File: src/rtl/logic_shift_cout_unit.sv
// logic_shift_cout_unit
//   Logic and shift/rotate group of the ALU. Logic ops finish one cycle after
//   start; shift and rotate ops step one bit per clock through a carry
//   register, so they take n extra cycles. Results and flags are registered
//   and held until the next done pulse.
//
// Ports
//   clk     : system clock, rising edge
//   rst     : synchronous active-high reset
//   start   : operation request, sampled only while busy=0
//   opsel   : 000 AND, 001 OR, 010 XOR, 011 NOT, 100 LSR, 101 LSL, 110 RLC, 111 illegal
//   op1     : first operand (also the shift/rotate source)
//   op2     : second operand (logic ops only)
//   shamt   : shift/rotate count
//   cin     : initial carry for shift/rotate ops
//   busy    : high from the cycle after an accepted start through the done cycle
//   done    : one-cycle pulse, result/flags valid from this cycle
//   result  : operation result
//   cout    : carry-out (final carry for shift/rotate, 0 otherwise)
//   zero    : result == 0
//   neg     : result MSB
//   illegal : opsel was 111
module logic_shift_cout_unit #(
    parameter int WIDTH   = 8,
    parameter int SHAMT_W = 4
) (
    input  logic               clk,
    input  logic               rst,
    input  logic               start,
    input  logic [2:0]         opsel,
    input  logic [WIDTH-1:0]   op1,
    input  logic [WIDTH-1:0]   op2,
    input  logic [SHAMT_W-1:0] shamt,
    input  logic               cin,
    output logic               busy,
    output logic               done,
    output logic [WIDTH-1:0]   result,
    output logic               cout,
    output logic               zero,
    output logic               neg,
    output logic               illegal
);

    // The counter must hold both the raw shamt (RLC is unclamped) and WIDTH.
    localparam int CNT_W = (SHAMT_W > $clog2(WIDTH + 1)) ? SHAMT_W : $clog2(WIDTH + 1);

    typedef enum logic [1:0] {IDLE, RUN, DONE} state_t;

    state_t             state, state_nxt;
    logic [2:0]         op;
    logic [WIDTH-1:0]   data;
    logic               carry;
    logic [CNT_W-1:0]   cnt;
    logic [CNT_W-1:0]   shamt_ext;
    logic [CNT_W-1:0]   n_eff;
    logic [WIDTH:0]     step;
    logic               load_out;
    logic [WIDTH-1:0]   fin_data;
    logic               fin_carry;
    logic               fin_ill;

    // One shift/rotate step; returns {carry, data}.
    function automatic logic [WIDTH:0] shift_step(input logic [2:0] o,
                                                  input logic [WIDTH-1:0] d,
                                                  input logic c);
        case (o)
            3'b100:  return {d[0], 1'b0, d[WIDTH-1:1]};
            3'b101:  return {d[WIDTH-1], d[WIDTH-2:0], 1'b0};
            3'b110:  return {d, c};   // rotate the WIDTH+1-bit ring {carry, data}
            default: return {c, d};
        endcase
    endfunction

    // Zero-step result: logic ops, illegal, and shifts with n=0 (pass op1).
    function automatic logic [WIDTH-1:0] logic_result(input logic [2:0] o,
                                                      input logic [WIDTH-1:0] a,
                                                      input logic [WIDTH-1:0] b);
        case (o)
            3'b000:  return a & b;
            3'b001:  return a | b;
            3'b010:  return a ^ b;
            3'b011:  return ~a;
            3'b111:  return '0;
            default: return a;
        endcase
    endfunction

    assign shamt_ext = CNT_W'(shamt);
    assign busy      = (state != IDLE);
    assign step      = shift_step(op, data, carry);

    always_comb begin
        n_eff = '0;
        case (opsel)
            3'b100, 3'b101: n_eff = (shamt_ext > CNT_W'(WIDTH)) ? CNT_W'(WIDTH) : shamt_ext;
            3'b110:         n_eff = shamt_ext;
            default:        n_eff = '0;
        endcase
    end

    always_comb begin
        state_nxt = state;
        load_out  = 1'b0;
        fin_data  = data;
        fin_carry = carry;
        fin_ill   = 1'b0;
        case (state)
            IDLE: begin
                if (start) begin
                    if (n_eff == '0) begin
                        state_nxt = DONE;
                        load_out  = 1'b1;
                        fin_data  = logic_result(opsel, op1, op2);
                        fin_carry = opsel[2] & ~(opsel[1] & opsel[0]) & cin;
                        fin_ill   = (opsel == 3'b111);
                    end else begin
                        state_nxt = RUN;
                    end
                end
            end
            RUN: begin
                if (cnt == CNT_W'(1)) begin
                    state_nxt = DONE;
                    load_out  = 1'b1;
                    fin_data  = step[WIDTH-1:0];
                    fin_carry = step[WIDTH];
                end
            end
            DONE:    state_nxt = IDLE;
            default: state_nxt = IDLE;
        endcase
    end

    // Control and output registers
    always_ff @(posedge clk) begin
        if (rst) begin
            state   <= IDLE;
            cnt     <= '0;
            done    <= 1'b0;
            result  <= '0;
            cout    <= 1'b0;
            zero    <= 1'b0;
            neg     <= 1'b0;
            illegal <= 1'b0;
        end else begin
            state <= state_nxt;
            done  <= load_out;
            if (load_out) begin
                result  <= fin_data;
                cout    <= fin_carry;
                zero    <= (fin_data == '0);
                neg     <= fin_data[WIDTH-1];
                illegal <= fin_ill;
            end
            if (state == IDLE && start)
                cnt <= n_eff;
            else if (state == RUN)
                cnt <= cnt - CNT_W'(1);
        end
    end

    // Working datapath: operands captured at accept, stepped while running
    always_ff @(posedge clk) begin
        if (state == IDLE && start) begin
            op    <= opsel;
            data  <= op1;
            carry <= cin;
        end else if (state == RUN) begin
            data  <= step[WIDTH-1:0];
            carry <= step[WIDTH];
        end
    end

endmodule

File: config.mk
export PLATFORM = sky130hd
export DESIGN_NAME = logic_shift_cout_unit
export DESIGN_NICKNAME = d
export VERILOG_FILES = /design/src/rtl/logic_shift_cout_unit.sv
export SDC_FILE = /design/constraint.sdc
export NUM_CORES = 1
export LEC_CHECK = 0
export BUFFER_PORTS_ARGS = -buffer_cell sky130_fd_sc_hd__buf_2
export CAP_MARGIN = 20
export CORE_MARGIN = 2
export CORE_UTILIZATION = 51
export DETAILED_ROUTE_END_ITERATION = 8
export PLACE_DENSITY = 0.75
export RECOVER_POWER = 100
export SYNTH_ARGS = -nofsm -noshare
export SYNTH_HDL_FRONTEND = slang
export SYNTH_SLANG_ARGS = --single-unit
File: constraint.sdc
create_clock -name clk -period 1.9 [get_ports clk]
set_input_delay 0.19 -clock clk [delete_from_list [all_inputs] [get_ports clk]]
set_output_delay 0.19 -clock clk [all_outputs]
set_load 0.01 [all_outputs]
==> results_dict.tcl, run 1 <==
set metrics [dict create \
    design.portCount 41 \
    synth_top_cell_area_share 0.147 \
    worstHoldPathCells 3 \
    crit_path_end_kind "flop" \
    cp_cell_sequence "buf_6 > mux2i_1 > nand2_1 > a32oi_1 > o211ai_1 > or4_1 > o21ai_1" \
    synth-edff-count 12 \
    nFillCells 376 \
    area_growth_pct 39.9 \
    ys.flop_type "dfxtp_1" \
    cts_buffers 5 \
    setup_viol 4 \
    gp_congestion 0.921 \
    crit_path_top_delay_cell "or4_1" \
    clock_latency_ns 0.29 \
    final_cells 455 \
    cts_tree "done" \
    holdPathEnd "carry$_DFFE_PP_" \
    synth_most_common_cell "nor2_1" \
    cp_top_family "simple AND/OR/NAND/NOR gates" \
    dp.final_hpwl_um 5660 \
    dieHeight_um 73.4 \
    crit_fanout 5 \
    status "complete, but fails checks" \
    hold_violations 0 \
    rows 25 \
    cap_violations 0 \
    firstDrtPassIters 5 \
    worstMarginPinSlew_ns 0.826 \
    netlist_instances 289 \
    criticalPathCategory "reg2reg" \
    antenna_found_initial 0 \
    multiInputGateArea_mm2 0.00164 \
    violations "negative setup slack" \
    track_usage 0.294 \
    diodes 0 \
    r2r_setup_slack_ns -0.25 \
    powerDensity_mw_per_mm2 692 \
    startpoint_type "flop" \
    cts_max_level 2 \
    synth_area_leaders "dfxtp_1, edfxtp_1, ha_1" \
    fp.dieW_um 73.4 \
    drc_errors 0 \
    routedWlPerCell_um 17.6 \
    root_buffer "clkbuf_8" \
    path_buf_inv 1 \
    regArea_um2 723 \
    ys_types 62 \
    period_needed_ns 2.15 \
    slew_viol_final 0 \
    clock_path_buffers 2 \
    slew_headroom 0.445 \
    io_buffers 40 \
    critPathMaxStageDelay_ns 0.51 \
    grt_pass1_vias 2557 \
    drive_gt1_frac 0.354 \
    rsz0062_at_grt "true" \
    ys_ff_latch 30 \
    reg2reg_depth 7 \
    via_per_inst 6.18 \
    post-route-period-util 1.13 \
    synth_common_cells "nor2_1, nand2_1, inv_1" \
    syn-num-nets 334 \
    timing.rr.start "op[0]$_DFFE_PP_" \
    ant_nets 0 \
    hp-class "in2reg" \
    clk_pin_slew_ns 0.07 \
    grt_overflow_total 0 \
    dr.first_iter.drc_count 364 \
    ys_seq_area_frac 0.293 \
    grt_max_degree 22 \
    dp.cells 438 \
    syn_area_mm2 0.00246 \
    finalClockSkew_ns 0.0133 \
    fin_util 0.733 \
    grt_pass1_wl_um 12100 \
    leakage_uw 0.00151 \
    route.vias.total 2811 \
    cp.arrival_ns 2.38 \
    clock_sinks 30 \
    worst_r2r_endpoint "zero$_SDFFE_PP0P_" \
    yosys_warnings 0 \
    setup_ws_ns -0.252 \
    hp-start "cin" \
    worstPathRequired_ns 2.12 \
    synth_top_area_cell "dfxtp_1" \
    peakVddDrop_uv 313 \
    async_flop_share 0 \
    routed_wirelength_um 7990 \
    nets 445 \
    initial_core_util 0.524 \
    die-area_mm2 0.00539 \
    core_region_area_mm2 0.00469 \
    fmax_mhz 465 \
    synth_area_per_cell_um2 8.51 \
]
layer usage:
| metal | part of all wire | wire, µm | global-route usage | vias to the layer above |
|---|---|---|---|---|
| met5 | 0 | 0 | 0 | - |
| met4 | 0.057 | 459 | 0.123 | 0 |
| met3 | 0.087 | 697 | 0.0535 | 46 |
| met2 | 0.47 | 3720 | 0.499 | 163 |
| met1 | 0.39 | 3110 | 0.364 | 1304 |
| li1 | - | - | - | 1298 |
cell type report:
type	instances	share of cell area
clock buffers	8	0.0385
inverters	23	0.0273
multi-input cells	218	0.475
flip-flops and latches	30	0.210
well taps	54	0.0196
repair buffers	122	0.229
registers in the layout, indices dropped and copies added (netlist names):
signal and cells:
op 3, cnt 4, illegal 1, cout 1, state 2, result 8
data 8, zero 1, done 1, carry 1
per-stage QoR:
stage | hold slack, ns | setup TNS (ns) | total power (µW) | setup slack (ns) | instance area [µm²]
floorplan | 0.289 | -0.0741 | 1220 | -0.0741 | 2460
global placement | 0.437 | -0.264 | 1550 | -0.0815 | 3180
detailed placement | 0.447 | -0.436 | 1570 | -0.200 | 3180
CTS | 0.160 | -0.100 | 2330 | -0.100 | 3420
global route | 0.222 | -1.40 | 2480 | -0.265 | 3440
finish | 0.210 | -0.410 | 2380 | -0.252 | 3440
cells in the final DEF, fill, tap and decap left out, types with 3 or more instances in the layout:
| master | Yosys | final |
|---|---|---|
| edfxtp_1 | 12 | 12 |
| nand3_1 | 3 | 3 |
| buf_4 | 2 | 71 |
| a32oi_1 | 7 | 6 |
| mux2_2 | 3 | 3 |
| buf_2 | 5 | 24 |
| nor2b_1 | 9 | 9 |
| o21ai_0 | 13 | 9 |
| clkbuf_2 | 0 | 3 |
| mux2i_1 | 12 | 12 |
| o211ai_1 | 5 | 5 |
| o31ai_1 | 4 | 3 |
| nand2_1 | 22 | 22 |
| clkbuf_8 | 0 | 6 |
| o2111ai_1 | 5 | 5 |
| a21oi_1 | 14 | 14 |
| nand2b_1 | 5 | 4 |
| nor3_1 | 6 | 6 |
| clkbuf_1 | 8 | 20 |
| ha_1 | 18 | 17 |
| a211oi_2 | 0 | 3 |
| dfxtp_1 | 18 | 16 |
| o21ai_1 | 1 | 4 |
| nand3b_1 | 3 | 3 |
| o22ai_1 | 4 | 3 |
| a22oi_1 | 4 | 4 |
| a211oi_1 | 8 | 5 |
| inv_1 | 20 | 18 |
| nor2_1 | 30 | 28 |
worst register-to-register path, cell delays in order (launching register included):
cell and delay (ns):
edfxtp_1 0.47, buf_6 0.17, mux2i_1 0.14, nand2_1 0.15, a32oi_1 0.34, o211ai_1 0.18, or4_1 0.51, o21ai_1 0.13
power breakdown:
part | leakage (µW) | total [µW] | switching (µW) | internal (µW)
combinational | 0.00117 | 858 | 460 | 398
sequential | 0.000266 | 806 | 57.2 | 749
clock | 0.0000678 | 717 | 264 | 454
logic make-up after synthesis:
kind of cell               Yosys count  synth area share
xor gates and xnor gates             2           0.00713
DFF                                 30             0.293
buffers and inverters               41            0.0763
and+or+nand+nor                     96             0.207
adders and majority gates           18            0.0916
muxes                               15            0.0626
AOI/OAI and AO/OA                   87             0.263
how the worst max path moves through the flow:
stage | start | to | slack, ns | cells past startpoint
3_3_place_gp | cnt[1]$_SDFFE_PP0P_ | zero$_SDFFE_PP0P_ | -0.08 | 7
4_1_cts | cnt[1]$_SDFFE_PP0P_ | zero$_SDFFE_PP0P_ | -0.10 | 7
3_5_place_dp | cnt[1]$_SDFFE_PP0P_ | zero$_SDFFE_PP0P_ | -0.20 | 7
6_report | op[0]$_DFFE_PP_ | zero$_SDFFE_PP0P_ | -0.25 | 7
2_1_floorplan | cnt[1]$_SDFFE_PP0P_ | zero$_SDFFE_PP0P_ | -0.07 | 8
5_1_grt | op[0]$_DFFE_PP_ | zero$_SDFFE_PP0P_ | -0.27 | 7
timing repair:
item	4_1_cts	5_1_grt
resized for setup	14	17
setup endpoints to repair	12	14
pin swaps	7	10
buffers inserted	7	2
hold buffers	0	0
(Power assumes the default switching activity.)
==> run 2, diff against run 1 <==
- SKIP_LAST_GASP: not set -> 1
==> run 2 against run 1 <==
The run still ends with negative setup slack left. Non-clock buffer count unchanged. Final area down 0.11%. Sequential share of layout area hardly changed. Sequential power barely moved. Worst setup slack gained 0.0039 ns. Count of clock-buffer cells in the layout is the same. First-iteration DRC count decreased by 13%. Flip-flop and latch count is the same. Wire length shrank 0.75%. Via count shrank 0.60%. Clock power hardly changed. Hold slack better by 0.00091 ns. Critical endpoint unchanged. Largest cell class unchanged.
==> results_dict.tcl, run 2 (same netlist as run 1, synthesis figures left out) <==
set metrics [dict create \
    stdcell_area_mm2 0.00344 \
    nFillCells 374 \
    setup_ws_ns -0.248 \
    dr.first_iter.drc_count 317 \
    startpoint_type "flop" \
    cts_max_level 2 \
    cts_tree "done" \
    finalClockSkew_ns 0.0118 \
    timing.rr.start "op[0]$_DFFE_PP_" \
    cts_buffers 5 \
    hold_violations 0 \
    cp_cell_sequence "buf_6 > mux2i_1 > nand2_1 > a32oi_1 > o211ai_1 > or4_1 > o21ai_1" \
    hp-class "in2reg" \
    dpl-instance-area_mm2 0.00318 \
    critPathMaxStageDelay_ns 0.51 \
    worstPathRequired_ns 2.12 \
    top_regs "data: 8 flops, result: 8 flops, cnt: 4 flops" \
    die-area_mm2 0.00539 \
    grt_overflow_total 0 \
    crit_path_end_kind "flop" \
    cap_violations 0 \
    netSwitchingPower_uw 777 \
    clock_sinks 30 \
    crit_path_top_delay_cell "or4_1" \
    grt_pass1_vias 2557 \
    final_common_cell "buf_4" \
    cp_top_family "simple AND/OR/NAND/NOR gates" \
    ant_nets 0 \
    violations "negative setup slack" \
    grt_pass1_wl_um 12100 \
    slew_viol_final 0 \
    initial_core_util 0.524 \
    drive_gt1_frac 0.354 \
    peakVddDrop_uv 310 \
    drc_errors 0 \
    grt_max_degree 22 \
    powerDensity_mw_per_mm2 691 \
    core_region_area_mm2 0.00469 \
    worstMarginPinSlew_ns 0.746 \
    worst_r2r_endpoint "zero$_SDFFE_PP0P_" \
    fin_util 0.733 \
    setup_viol 5 \
    nets 445 \
    clk_pin_slew_ns 0.07 \
    track_usage 0.294 \
    worstHoldPathCells 3 \
    final_cell_mix "buf_4, nor2_1, buf_2" \
    holdPathEnd "carry$_DFFE_PP_" \
    antenna_found_initial 0 \
    area_growth_pct 39.8 \
    switching_share 0.327 \
    route.vias.total 2794 \
    fp.dieW_um 73.4 \
    r2r_setup_slack_ns -0.25 \
    pwr-share-comb 0.359 \
    firstDrtPassIters 6 \
    crit_fanout 5 \
    criticalPathCategory "reg2reg" \
    gp_congestion 0.921 \
    path_buf_inv 1 \
    hold_buffers 0 \
    period_needed_ns 2.15 \
    slew_headroom 0.498 \
    clock_latency_ns 0.29 \
    dieHeight_um 73.4 \
    rsz0062_at_grt "true" \
    dp.final_hpwl_um 5660 \
    status "complete, but fails checks" \
    routedWlPerCell_um 17.4 \
    clock_path_buffers 2 \
    power_frac_clock 0.301 \
    design.portCount 41 \
    fmax_mhz 466 \
    cp.arrival_ns 2.37 \
    routed_wirelength_um 7930 \
    total_power_uw 2380 \
    post-route-period-util 1.13 \
    diodes 0 \
    p_int_uw 1600 \
    reg2reg_depth 7 \
    power.share.sequential 0.340 \
    leakage_uw 0.00151 \
    io_buffers 40 \
    root_buffer "clkbuf_8" \
    hp-start "cin" \
    via_per_inst 6.14 \
    rows 25 \
]
==> run 2: area by class of cell <==
class                   instances  area (µm²)  area share
clock buffers                   8         133      0.0386
well taps                      54        67.6      0.0197
multi-input cells             218        1640       0.476
repair buffers                122         785       0.228
inverters                      23        93.8      0.0273
flip-flops and latches         30         723       0.210
==> run 2: layer usage <==
| layer | vias up | GRT usage | wire, µm |
|---|---|---|---|
| li1 | 1294 | - | - |
| met1 | 1319 | 0.364 | 3150 |
| met2 | 146 | 0.499 | 3770 |
| met3 | 35 | 0.0535 | 655 |
| met4 | 0 | 0.123 | 361 |
| met5 | - | 0 | 0 |
==> run 2: worst max-delay path by stage <==
stage | depth (start not counted) | slack [ns] | end | start
floorplan | 8 | -0.07 | zero$_SDFFE_PP0P_ | cnt[1]$_SDFFE_PP0P_
global placement | 7 | -0.08 | zero$_SDFFE_PP0P_ | cnt[1]$_SDFFE_PP0P_
detailed placement | 7 | -0.20 | zero$_SDFFE_PP0P_ | cnt[1]$_SDFFE_PP0P_
CTS | 7 | -0.10 | zero$_SDFFE_PP0P_ | cnt[1]$_SDFFE_PP0P_
global route | 7 | -0.27 | zero$_SDFFE_PP0P_ | op[0]$_DFFE_PP_
finish | 7 | -0.25 | zero$_SDFFE_PP0P_ | op[0]$_DFFE_PP_
==> run 2: power by group through the flow <==
stage | Combinational, µW | Clock, µW | Sequential [µW]
after global placement | 737 | 0 | 814
after CTS | 809 | 719 | 803
after floorplan | 402 | 0 | 820
after detailed placement | 759 | 0 | 816
after global routing | 919 | 745 | 813
final | 853 | 716 | 808
==> run 2: worst min-delay path: stages <==
cell and delay, ns:
buf_2 0.09, nand2_1 0.04, o21ai_0 0.06
==> run 2: per-stage QoR <==
stage	std cells	hold WS, ns	TNS, ns	setup WS, ns
final	455	0.211	-0.382	-0.248
after global routing	455	0.222	-1.39	-0.265
after CTS	453	0.160	-0.100	-0.100
after detailed placement	438	0.447	-0.436	-0.200
after global placement	438	0.437	-0.264	-0.0815
after floorplan	289	0.289	-0.0741	-0.0741
==> run 2: repair_timing <==
action	CTS	global route
pin swaps	7	10
setup buffers	7	2
gates resized for setup	14	16
endpoints found under the setup margin	12	14
endpoints found under the hold margin	0	0
==> run 3, diff against run 2 <==
- ABC_AREA: not set -> 1
- CORE_MARGIN: 2 -> not set
- CORE_UTILIZATION: 51 -> 52
- PLACE_DENSITY: 0.75 -> 0.76
==> run 3 against run 2 <==
The run now ends clean. Global-route usage shrank 2.4 points. First-iteration DRC count shrank 27%. Non-clock buffer count shrank 65. Maximum frequency grew 24%. Largest power group is now sequential cells. Highest routed layer unchanged.
==> results_dict.tcl, run 3 <==
set metrics [dict create \
    post-route-period-util 0.909 \
    status "finished, final reports clean" \
    leakage_uw 0.00156 \
    startpoint_type "flop" \
    clock_latency_ns 0.28 \
    fmax_mhz 579 \
    peakVddDrop_uv 358 \
    ys_seq_area_frac 0.277 \
    dr.first_iter.drc_count 230 \
    hold_violations 0 \
    ant_nets 0 \
    synth_top_cell_area_share 0.144 \
    synth_most_common_cell "nand2_1" \
    syn_area_mm2 0.00260 \
    ys.flop_type "dfxtp_1" \
    total_power_uw 2150 \
    cp.arrival_ns 1.90 \
    slew_viol_final 0 \
    io_buffers 40 \
    firstDrtPassIters 7 \
    slew_headroom 0.661 \
    nFillCells 449 \
    stdcell_area_mm2 0.00304 \
    crit_path_end_kind "flop" \
    initial_core_util 0.544 \
    synth_common_cells "nand2_1, inv_1, nand3_1" \
    route.vias.total 2736 \
    crit_fanout 10 \
    rows 25 \
    cap_violations 0 \
    setup_viol 0 \
    routedWlPerCell_um 12.8 \
    grt_pass1_wl_um 11000 \
    fp.dieW_um 72.8 \
    drive_gt1_frac 0.183 \
    die-area_mm2 0.00529 \
    dpl-instance-area_mm2 0.00288 \
    crit_start "state[1]$_SDFFE_PP0P_" \
    netlist_instances 405 \
    grt_overflow_total 0 \
    clock_path_buffers 2 \
    clk_pin_slew_ns 0.07 \
    worstPathRequired_ns 2.08 \
    criticalPathCategory "reg2reg" \
    timing.rr.start "state[1]$_SDFFE_PP0P_" \
    dieHeight_um 72.8 \
    synth_top_area_cell "nand2_1" \
    routed_wirelength_um 6730 \
    gp_congestion 0.932 \
    async_flop_share 0 \
    period_needed_ns 1.73 \
    syn-num-nets 450 \
    ys_ff_latch 30 \
    synth-edff-count 12 \
    track_usage 0.270 \
    drc_errors 0 \
    hp-class "in2reg" \
    yosys_warnings 0 \
    grt_pass1_vias 2400 \
    cts_max_level 2 \
    hp-start "rst" \
    grt_max_degree 19 \
    clock_sinks 30 \
    cts_tree "done" \
    diodes 0 \
    dp.final_hpwl_um 5300 \
    top_regs "data: 8 flops, result: 8 flops, cnt: 4 flops" \
    nets 503 \
    final_cell_mix "nand2_1, nand3_1, inv_1" \
    finalClockSkew_ns 0.00723 \
    fin_util 0.634 \
    worstMarginPinSlew_ns 0.509 \
    synth_area_leaders "nand2_1, dfxtp_1, edfxtp_1" \
    finalSetupTns_ns 0 \
    final_common_cell "nand2_1" \
    antenna_found_initial 0 \
    cts_buffers 5 \
    synth_area_per_cell_um2 6.43 \
    powerDensity_mw_per_mm2 708 \
    root_buffer "clkbuf_8" \
    via_per_inst 5.20 \
    ys_types 32 \
    design.portCount 41 \
    core_region_area_mm2 0.00479 \
    area_growth_pct 16.6 \
]
[run 3: changes by cell type after synthesis, moves of 5 or more]
cell and delta:
nand2b_1 -5, a32oi_1 -7, nor2b_1 -9, o21ai_0 +16
mux2i_1 -12, a211oi_1 -8, o211ai_1 -5, nor2_1 +9
nand3_1 +58, inv_2 +7, nand2_1 +78, inv_1 +42
clkbuf_1 -5
[run 3: final timing paths]
| check | endpoint | slack [ns] | depth (start not counted) |
|---|---|---|---|
| max reg2reg | zero$_SDFFE_PP0P_ | 0.17 | 13 |
| min reg2reg | result[0]$_SDFFE_PP0P_ | 0.48 | 2 |
| max | zero$_SDFFE_PP0P_ | 0.17 | 13 |
| min | state[0]$_SDFFE_PP0P_ | 0.21 | 2 |
[run 3: cells by family after synthesis]
family | after synthesis | synth area share
AOI/OAI and AO/OA | 51 | 0.109
xor gates and xnor gates | 3 | 0.0101
adders and majority gates | 18 | 0.0865
buffers and inverters | 82 | 0.134
DFF | 30 | 0.277
and+or+nand+nor | 221 | 0.383
[run 3: report_power, final]
group | internal (µW) | total, µW | switching, µW | leakage (µW)
combinational | 270 | 758 | 489 | 0.00124
clock | 292 | 543 | 251 | 0.0000515
sequential | 772 | 849 | 76.6 | 0.000266
total | 1330 | 2150 | 816 | 0.00156
[run 3: stage by stage]
| step | instances | worst slack (ns) | hold WS, ns |
|---|---|---|---|
| final | 526 | 0.172 | 0.215 |
| after global routing | 526 | -0.0174 | 0.234 |
| after CTS | 519 | 0.109 | 0.198 |
| after detailed placement | 511 | 0.120 | 0.455 |
| after global placement | 511 | 0.109 | 0.456 |
| after floorplan | 405 | 0.286 | 0.289 |
[run 3: timing repair]
| action | 4_1_cts | 5_1_grt |
|---|---|---|
| setup endpoints to repair | 0 | 1 |
| hold endpoints to repair | 0 | 0 |
| hold buffers | 0 | 0 |
| buffers inserted | 0 | 6 |
| resized for setup | 0 | 11 |
[run 3: routing by layer]
layer  routed length, µm  global-route usage  vias to the layer above
li1                    -                   -                     1397
met1                3090               0.359                     1223
met2                3140               0.444                      106
met3                 377              0.0442                       10
met4                 124              0.0915                        0
met5                   0                   0                        -
[run 3: layout make-up]
cell class	instances	area, µm²	share of cell area
clock inverter	2	11.3	0.00371
multi-input combinational	294	1570	0.516
sequential	30	721	0.237
clock buffer	6	82.6	0.0272
tap	67	83.8	0.0276
inverter	70	267	0.0878
timing repair buffer	57	304	0.100
[run 3: critical path, stage by stage, from the launching register on]
cell and delay (ns):
dfxtp_1 0.37, nor2_4 0.15, inv_2 0.06, nor2_1 0.19, inv_2 0.07, nor2_2 0.12, buf_4 0.17, nand2_1 0.10
nand2_1 0.08, nand2_1 0.06, nand2_1 0.07, nor2_2 0.04, nand2_1 0.07, o21bai_2 0.07
